### src/rtl/deserializador_rx_if.sv
// deserializador_rx_if: serial input and aligned word output bundle of the comma-aligning deserializer
interface deserializador_rx_if;
  logic enb;
  logic serialIn;
  logic [9:0] dataOut;
  logic validOut;
  logic commaOut;
  logic lock;
  modport master(output enb, serialIn, input dataOut, validOut, commaOut, lock);
  modport slave(input enb, serialIn, output dataOut, validOut, commaOut, lock);
endinterface

### src/rtl/deserializador_rx.sv
// deserializador_rx: serial-to-parallel receiver that aligns on K28.5 commas and delivers 10-bit words while locked
module deserializador_rx #(
  parameter logic [9:0] COMMA_P = 10'b0011111010,
  parameter logic [9:0] COMMA_N = 10'b1100000101,
  parameter int LOCK_COMMAS = 3,
  parameter int UNLOCK_ERRS = 2
) (
  input logic clkRx,
  input logic rst,
  deserializador_rx_if.slave rx
);
  typedef enum logic [1:0] {HUNT, ALIGN, LOCKED} state_t;
  state_t state, state_n;
  logic [8:0] sr;
  logic [3:0] fill, bit_cnt, bit_cnt_n;
  logic [2:0] comma_cnt, comma_cnt_n, err_cnt, err_cnt_n, comma_inc, err_inc;
  logic [9:0] win, data_n;
  logic valid_n, comma_n, lock_n, is_comma, bnd, acquire;
  assign win = {sr, rx.serialIn};
  assign is_comma = fill >= 4'd9 && (win == COMMA_P || win == COMMA_N);
  assign bnd = bit_cnt == 4'd9;
  assign comma_inc = comma_cnt == 3'd7 ? 3'd7 : comma_cnt + 3'd1;
  assign err_inc = err_cnt == 3'd7 ? 3'd7 : err_cnt + 3'd1;
  // the comma that completes the lock run is delivered as the first word
  assign acquire = is_comma && ((state == HUNT && LOCK_COMMAS == 1) ||
                                (state == ALIGN && bnd && int'(comma_inc) >= LOCK_COMMAS));
  always_comb begin
    state_n = state;
    bit_cnt_n = bnd ? 4'd0 : bit_cnt + 4'd1;
    comma_cnt_n = comma_cnt;
    err_cnt_n = err_cnt;
    data_n = rx.dataOut;
    valid_n = 1'b0;
    comma_n = 1'b0;
    lock_n = rx.lock;
    case (state)
      HUNT: if (is_comma) begin
        bit_cnt_n = 4'd0;
        comma_cnt_n = 3'd1;
        state_n = ALIGN;
      end
      ALIGN: if (is_comma) begin
        bit_cnt_n = bnd ? 4'd0 : 4'd0;
        comma_cnt_n = bnd ? comma_inc : 3'd1;
      end
      LOCKED: if (bnd) begin
        data_n = win;
        valid_n = 1'b1;
        comma_n = is_comma;
        err_cnt_n = is_comma ? 3'd0 : err_cnt;
      end else if (is_comma) begin
        err_cnt_n = err_inc;
        state_n = int'(err_inc) >= UNLOCK_ERRS ? HUNT : LOCKED;
        lock_n = int'(err_inc) < UNLOCK_ERRS;
      end
      default: state_n = HUNT;
    endcase
    if (acquire) begin
      state_n = LOCKED;
      lock_n = 1'b1;
      err_cnt_n = 3'd0;
      data_n = win;
      valid_n = 1'b1;
      comma_n = 1'b1;
    end
  end
  always_ff @(posedge clkRx) begin
    if (rst) begin
      state <= HUNT;
      sr <= '0;
      fill <= '0;
      bit_cnt <= '0;
      comma_cnt <= '0;
      err_cnt <= '0;
      rx.dataOut <= '0;
      rx.validOut <= 1'b0;
      rx.commaOut <= 1'b0;
      rx.lock <= 1'b0;
    end else if (rx.enb) begin
      state <= state_n;
      sr <= win[8:0];
      fill <= fill == 4'd10 ? fill : fill + 4'd1;
      bit_cnt <= bit_cnt_n;
      comma_cnt <= comma_cnt_n;
      err_cnt <= err_cnt_n;
      rx.dataOut <= data_n;
      rx.validOut <= valid_n;
      rx.commaOut <= comma_n;
      rx.lock <= lock_n;
    end else begin
      rx.validOut <= 1'b0;
      rx.commaOut <= 1'b0;
    end
  end
endmodule

### src/flat_wrapper.sv
// flat-port wrapper written by rule: the top's interface ports become plain ports
module deserializador_rx_flat 
#(
  parameter logic [9:0] COMMA_P = 10'b0011111010,
  parameter logic [9:0] COMMA_N = 10'b1100000101,
  parameter int LOCK_COMMAS = 3,
  parameter int UNLOCK_ERRS = 2
)
  (clkRx, rst, rx_enb, rx_serialIn, rx_dataOut, rx_validOut, rx_commaOut, rx_lock);
  deserializador_rx_if rx_i ();
  input logic clkRx;
  input logic rst;
  input wire logic [$bits(rx_i.enb)-1:0] rx_enb;
  input wire logic [$bits(rx_i.serialIn)-1:0] rx_serialIn;
  output wire logic [$bits(rx_i.dataOut)-1:0] rx_dataOut;
  output wire logic [$bits(rx_i.validOut)-1:0] rx_validOut;
  output wire logic [$bits(rx_i.commaOut)-1:0] rx_commaOut;
  output wire logic [$bits(rx_i.lock)-1:0] rx_lock;
  assign rx_i.enb = rx_enb;
  assign rx_i.serialIn = rx_serialIn;
  assign rx_dataOut = rx_i.dataOut;
  assign rx_validOut = rx_i.validOut;
  assign rx_commaOut = rx_i.commaOut;
  assign rx_lock = rx_i.lock;
  deserializador_rx #(.COMMA_P(COMMA_P), .COMMA_N(COMMA_N), .LOCK_COMMAS(LOCK_COMMAS), .UNLOCK_ERRS(UNLOCK_ERRS)) u_core (.clkRx(clkRx), .rst(rst), .rx(rx_i));
endmodule
### config.mk
export PLATFORM = sky130hd
export DESIGN_NAME = deserializador_rx_flat
export DESIGN_NICKNAME = d
export VERILOG_FILES = /design/src/rtl/deserializador_rx_if.sv /design/src/rtl/deserializador_rx.sv /design/src/flat_wrapper.sv
export SDC_FILE = /design/constraint.sdc
export NUM_CORES = 1
export LEC_CHECK = 0
export ABC_AREA = 1
export CORE_ASPECT_RATIO = 1.5
export CORE_MARGIN = 4
export CORE_UTILIZATION = 61
export CTS_CLUSTER_SIZE = 30
export DETAILED_ROUTE_END_ITERATION = 10
export GPL_TIMING_DRIVEN = 0
export HOLD_SLACK_MARGIN = 0.02
export PLACE_DENSITY = 0.88
export SYNTH_ARGS = -nofsm -noshare
export SYNTH_HDL_FRONTEND = slang
export SYNTH_SLANG_ARGS = --single-unit
### constraint.sdc
create_clock -name clkRx -period 3.04 [get_ports clkRx]
set_input_delay 0.608 -clock clkRx [delete_from_list [all_inputs] [get_ports clkRx]]
set_output_delay 0.608 -clock clkRx [all_outputs]
set_load 0.05 [all_outputs]
==> results of run 1 <==
[through the flow]
step / setup slack (ns) / util (%) / hold slack [ns] / instance area [µm²]
finish: 0.997 / 76.2 / 0.452 / 2240
floorplan: 1.44 / - / 0.427 / 1900
detailed placement: 0.758 / 71.4 / 0.444 / 2100
global route: 0.831 / 76.2 / 0.466 / 2240
CTS: 0.990 / 76.2 / 0.455 / 2240
global placement: 0.773 / 71.4 / 0.444 / 2100
[path summary, 6_finish.rpt]
check                                   startpoint  cells after the start                          endpoint
hold / removal    u_core.comma_cnt[1]$_SDFFE_PP0P_                      2  u_core.comma_cnt[1]$_SDFFE_PP0P_
setup / recovery       u_core.rx.lock$_SDFFE_PP0P_                      1                           rx_lock
setup reg to reg       u_core.fill[0]$_SDFFE_PP0P_                      8    u_core.err_cnt[1]$_SDFFE_PP0P_
hold reg to reg   u_core.comma_cnt[1]$_SDFFE_PP0P_                      2  u_core.comma_cnt[1]$_SDFFE_PP0P_
[power by group through the flow]
stage | Clock [mW] | Sequential, mW | Combinational, mW
final | 0.525 | 0.525 | 0.0620
after global placement | 0 | 0.536 | 0.0581
after global routing | 0.553 | 0.526 | 0.0711
after detailed placement | 0 | 0.536 | 0.0614
after floorplan | 0 | 0.532 | 0.0460
after CTS | 0.531 | 0.524 | 0.0617
[sequential cells by signal (all words and copies together) (netlist names)]
signal              cells
u_core.rx.lock          1
u_core.err_cnt          3
u_core.fill             4
u_core.rx.commaOut      1
u_core.bit_cnt          4
u_core.sr               9
u_core.rx.dataOut      10
u_core.state            2
u_core.comma_cnt        3
u_core.rx.validOut      1
[placed cells by master, fill, tap and decap left out]
| master | instances |
|---|---|
| nand3_1 | 21 |
| nand3b_1 | 1 |
| nand2_1 | 50 |
| clkinv_1 | 1 |
| nor3_1 | 4 |
| clkbuf_1 | 6 |
| nand4_1 | 2 |
| inv_2 | 1 |
| inv_1 | 32 |
| a21oi_4 | 1 |
| o21ai_0 | 23 |
| a21oi_1 | 35 |
| o22ai_1 | 1 |
| nand2_4 | 1 |
| buf_12 | 1 |
| clkdlybuf4s50_1 | 15 |
| bufinv_16 | 2 |
| nand3_4 | 2 |
| clkbuf_8 | 6 |
| buf_2 | 1 |
| dfxtp_1 | 38 |
| nor2_1 | 26 |
| ha_1 | 7 |
| nand2_2 | 4 |
| nor2_4 | 5 |
| a211oi_1 | 1 |
[kinds of logic (layout without fill, tap and decap cells)]
group / count (synthesis) / count (layout) / synth area share (%)
AO/OA/AOI/OAI: 61 / 61 / 16.8
buffers and inverters: 42 / 65 / 9.21
AND/OR/NAND/NOR: 116 / 116 / 29.3
adder cells (fa/ha/maj): 7 / 7 / 4.61
flip-flops: 38 / 38 / 40.0
[cell type report]
| type | count | area, µm² | share of cell area (%) |
|---|---|---|---|
| Clock buffer | 6 | 82.6 | 3.68 |
| Sequential cell | 38 | 761 | 33.9 |
| Clock inverter | 2 | 60.1 | 2.68 |
| Tap cell | 39 | 48.8 | 2.18 |
| Inverter | 34 | 128 | 5.69 |
| Timing Repair Buffer | 15 | 150 | 6.69 |
| Buffer | 8 | 47.5 | 2.12 |
| Multi-Input combinational cell | 184 | 966 | 43.1 |
[layer usage]
layer	track usage [%]	wire length, µm	share of wire [%]	up-vias
met5	0	0	0	-
met3	5.48	162	3.9	16
li1	-	-	-	903
met2	39.4	2230	53	41
met4	11.5	145	3.5	0
met1	24.0	1630	39	787
==> results.py, run 1 <==
metrics = {
    "timing": {
        "setup-tns-final_ns": 0,
        "tightestPinTransition_ns": 0.539,
        "fmax_ghz": 0.489,
        "skew_ns": 0.00648,
        "period_needed_ns": 2.04,
        "finalHoldViolCount": 0,
        "final_max_slew_viol_count": 0,
        "fin_crit_sh_pct": 67.2,
        "slew_headroom_pct": 64.1,
        "rsz0062_at_grt": "no",
        "setup_viol": 0,
    },
    "critical_path": {
        "arrival_ns": 1.44,
        "worst-path-buf-inv": 1,
        "crit_type": "reg2out",
        "cp-end-kind": "output port",
        "startpoint_type": "register",
        "reg2reg_slack_ns": 1.31,
        "cp_top_family": "buffers and inverters",
        "crit_slowest_cell": "clkdlybuf4s50_1",
        "cp.required_ns": 2.43,
        "path_cells": "clkdlybuf4s50_1",
        "path_max_fanout": 2,
        "critPathMaxStageDelay_ns": 0.80,
    },
    "yosys": {
        "ys_ff_latch": 38,
        "syn_nets": 275,
        "async_flop_share_pct": 0,
        "yosysSeqAreaShare_pct": 40.0,
        "syn_area_um2": 1900,
        "yosys.area.top_type": "dfxtp_1",
        "synthDistinctLibCells": 23,
        "yosys-top-cells-area": "dfxtp_1, nand2_1, a21oi_1, inv_1, o21ai_0",
        "synth_flop_cell": "dfxtp_1",
        "synth.most_common_cell": "nand2_1",
        "synth_edf_count": 0,
        "synth_cells": 264,
        "synth_top_area_share_pct": 40.0,
        "synth.avg_cell_area_um2": 7.20,
        "synth_common_cells": "nand2_1, dfxtp_1, a21oi_1",
        "yosysWarnings": 0,
    },
    "global_route": {
        "grt_max_degree": 13,
        "grt_pass1_vias": 1684,
        "grt_antenna_before_repair": 0,
        "track_usage_pct": 22.7,
        "grt.overflow.total": 0,
        "grt_pass1_wl_um": 7010,
    },
    "cts": {
        "cts_made_buffers": 5,
        "cts_sinks": 38,
        "clk_latency_ns": 0.29,
        "cts_resized": 0,
        "clk_pin_slew_ns": 0.07,
        "cts-root-buf": "clkbuf_8",
        "clockBufferDepth": 2,
        "hold_buffers": 0,
        "cts_tree": "yes",
        "cts_max_level": 2,
        "post_cts_buffers": 0,
    },
    "pwr": {
        "switching_power_uw": 232,
        "leakage_nw": 0.875,
        "clock_power_share_pct": 47.2,
        "p_int_uw": 880,
        "swShare_pct": 20.8,
        "pwr-share-comb_pct": 5.6,
        "p_total_mw": 1.11,
        "seqPwrFrac_pct": 47.2,
        "p_per_area_nw_per_um2": 496,
        "ir_worst_vdd_uv": 465,
    },
    "drt": {
        "drt_first_pass_iters": 5,
        "ant_nets": 0,
        "viasPerCell": 5.36,
        "wirelength_um": 4160,
        "vias": 1747,
        "drc": 0,
        "wl_per_cell_um": 12.8,
        "drt-initial-drc-count": 64,
    },
    "finish": {
        "nFillCells": 248,
        "final_cells": 326,
        "n_antenna_cell": 0,
        "drive_gt1_share_pct": 8.36,
        "fin_nets": 297,
        "syn2layout_area_growth_pct": 18.0,
    },
    "placement": {
        "dp_hpwl_um": 3040,
        "io_buffers": 15,
        "dp.cells": 318,
        "gp_congestion": 0.868,
    },
    "floorplanning": {
        "core_area_um2": 2940,
        "dieArea_um2": 4090,
        "die_w_um": 53.6,
        "io_pins": 17,
        "initial_utilization_pct": 64.6,
        "rows": 24,
        "die_h_um": 76.4,
    },
    "flow_run": {
        "max-cap-violations": 0,
    },
    "run_status": {
        "status": "complete, no violations",
    },
    "worst_hold_path": {
        "hold_class": "reg2reg",
    },
}
Note: power is estimated with default switching activity, not from simulation.
==> inputs of run 2 (changes only) <==
--- a/config.mk
+++ b/config.mk
@@ -8,12 +8,12 @@
 export ABC_AREA = 1
 export CORE_ASPECT_RATIO = 1.5
 export CORE_MARGIN = 4
-export CORE_UTILIZATION = 61
+export CORE_UTILIZATION = 56
 export CTS_CLUSTER_SIZE = 30
 export DETAILED_ROUTE_END_ITERATION = 10
 export GPL_TIMING_DRIVEN = 0
 export HOLD_SLACK_MARGIN = 0.02
-export PLACE_DENSITY = 0.88
+export PLACE_DENSITY = 0.82
 export SYNTH_ARGS = -nofsm -noshare
 export SYNTH_HDL_FRONTEND = slang
 export SYNTH_SLANG_ARGS = --single-unit
==> constraint.sdc (replaced) <==
create_clock -name clkRx -period 1.95 [get_ports clkRx]
set_input_delay 0.39 -clock clkRx [delete_from_list [all_inputs] [get_ports clkRx]]
set_output_delay 0.39 -clock clkRx [all_outputs]
set_load 0.05 [all_outputs]
==> run 2 against run 1 <==
Via count grew 0.52%. Register-to-register slack lost 1.1 ns. Die area grew 7.8%. Total power grew 58%. Combinational power grew 56%. Sequential share of layout area shrank 0.094 points. Utilization shrank 6.4 points. First-iteration DRC count grew 9.4%. Worst hold slack gained 0.0010 ns.
==> results.py, run 2 (synthesized netlist as in run 1, its figures left out) <==
metrics = {
    "timing": {
        "slew_headroom_pct": 65.4,
        "setup-tns-final_ns": 0,
        "period_needed_ns": 1.82,
        "setup_ws_ns": 0.126,
        "fmax_ghz": 0.548,
        "final_max_slew_viol_count": 0,
        "setup_viol": 0,
        "timing.hold.ws_ns": 0.453,
        "finalHoldViolCount": 0,
        "tightestPinTransition_ns": 0.518,
        "rsz0062_at_grt": "no",
        "fin_crit_sh_pct": 93.6,
        "skew_ns": 0.00817,
    },
    "pwr": {
        "p_int_mw": 1.37,
        "seqPwrFrac_pct": 46.7,
        "pwr-share-comb_pct": 5.5,
        "swShare_pct": 21.7,
        "clock_power_share_pct": 47.8,
        "p_per_area_nw_per_um2": 779,
        "p_total_mw": 1.75,
        "ir_worst_vdd_uv": 602,
        "leakage_nw": 0.875,
        "switching_power_uw": 380,
    },
    "floorplanning": {
        "core_area_um2": 3220,
        "die_w_um": 55.6,
        "rows": 25,
        "die_h_um": 79.4,
        "initial_utilization_pct": 59.0,
        "dieArea_um2": 4410,
        "io_pins": 17,
    },
    "finish": {
        "largest_reg_flops": 10,
        "n_antenna_cell": 0,
        "top_register": "u_core.rx.dataOut",
        "fin_area_um2": 2250,
        "reg_top3": "u_core.rx.dataOut: 10 flops, u_core.sr: 9 flops",
        "final_cells": 327,
        "multi_input_area_um2": 971,
        "nFillCells": 261,
        "fin_nets": 297,
        "drive_gt1_share_pct": 8.71,
        "layout_commonest_cell": "nand2_1",
        "final_core_util_pct": 69.8,
        "syn2layout_area_growth_pct": 18.3,
        "regArea_um2": 761,
        "final_cell_mix": "nand2_1, dfxtp_1, a21oi_1",
    },
    "drt": {
        "drc": 0,
        "drt_first_pass_iters": 4,
        "viasPerCell": 5.37,
        "ant_nets": 0,
        "wirelength_um": 4120,
        "vias": 1756,
        "wl_per_cell_um": 12.6,
        "drt-initial-drc-count": 70,
    },
    "run_status": {
        "status": "complete, no violations",
    },
    "critical_path": {
        "cp.required_ns": 1.56,
        "arrival_ns": 1.43,
        "path_max_fanout": 2,
        "path_cells": "clkdlybuf4s50_1",
        "cp_top_family": "buffers and inverters",
        "worst-path-buf-inv": 1,
        "startpoint_type": "register",
        "critPathMaxStageDelay_ns": 0.80,
        "crit_slowest_cell": "clkdlybuf4s50_1",
        "crit_type": "reg2out",
        "cp-end-kind": "output port",
    },
    "cts": {
        "cts_max_level": 2,
        "cts_tree": "yes",
        "cts-root-buf": "clkbuf_8",
        "post_cts_buffers": 0,
        "cts_made_buffers": 5,
        "hold_buffers": 0,
        "clk_latency_ns": 0.29,
        "cts_sinks": 38,
        "cts_resized": 0,
        "clockBufferDepth": 2,
        "clk_pin_slew_ns": 0.08,
    },
    "flow_run": {
        "max-cap-violations": 0,
    },
    "worst_hold_path": {
        "hold_class": "reg2reg",
    },
    "placement": {
        "io_buffers": 15,
        "gp_congestion": 0.808,
        "dp_hpwl_um": 2930,
        "pre_cts_slack_ns": -0.0730,
        "dpl-instance-area_um2": 2100,
        "dp.cells": 319,
    },
    "global_route": {
        "track_usage_pct": 20.6,
        "grt.overflow.total": 0,
        "grt_pass1_wl_um": 7310,
        "grt_antenna_before_repair": 0,
        "grt_max_degree": 13,
        "grt_pass1_vias": 1682,
    },
}
[run 2: worst paths after layout]
path / depth (start not counted) / slack [ns] / from / endpoint
worst max-delay path: 1 / 0.13 / u_core.rx.dataOut[7]$_SDFFE_PP0P_ / rx_dataOut[7]
worst min-delay path: 2 / 0.45 / u_core.comma_cnt[1]$_SDFFE_PP0P_ / u_core.comma_cnt[1]$_SDFFE_PP0P_
worst max register to register: 10 / 0.24 / u_core.comma_cnt[0]$_SDFFE_PP0P_ / u_core.rx.dataOut[7]$_SDFFE_PP0P_
worst min register to register: 2 / 0.45 / u_core.comma_cnt[1]$_SDFFE_PP0P_ / u_core.comma_cnt[1]$_SDFFE_PP0P_
[run 2: area by class of cell]
class / instances / area share (%)
clock inverters: 2 / 2.67
inverters: 34 / 5.67
well taps: 40 / 2.22
clock buffers: 6 / 3.67
repair buffers: 15 / 6.67
plain buffers: 8 / 2.11
flip-flops and latches: 38 / 33.8
multi-input cells: 184 / 43.2
[run 2: power by group through the flow]
| stage | sequential, mW | clock [mW] | combinational [mW] |
|---|---|---|---|
| 6_report | 0.819 | 0.837 | 0.0965 |
| 5_1_grt | 0.822 | 0.877 | 0.111 |
| 4_1_cts | 0.818 | 0.845 | 0.0959 |
| 3_5_place_dp | 0.836 | 0 | 0.0944 |
| 3_3_place_gp | 0.836 | 0 | 0.0921 |
| 2_1_floorplan | 0.830 | 0 | 0.0717 |
[run 2: per-layer routing]
metal / GRT usage [%] / vias to the layer above / wire [µm]
met5: 0 / - / 0
met4: 9.49 / 0 / 112
met3: 4.53 / 12 / 228
met2: 37.9 / 54 / 2060
met1: 22.2 / 794 / 1720
li1: - / 896 / -
[run 2: worst register-to-register path, cell delays in order (launching register included)]
cell	delay (ns)
dfxtp_1	0.33
ha_1	0.27
inv_1	0.04
o21ai_0	0.15
nor2_1	0.09
nor2_4	0.13
nand3_4	0.12
nand2_4	0.13
nand2_2	0.16
nand2_1	0.10
a21oi_1	0.06
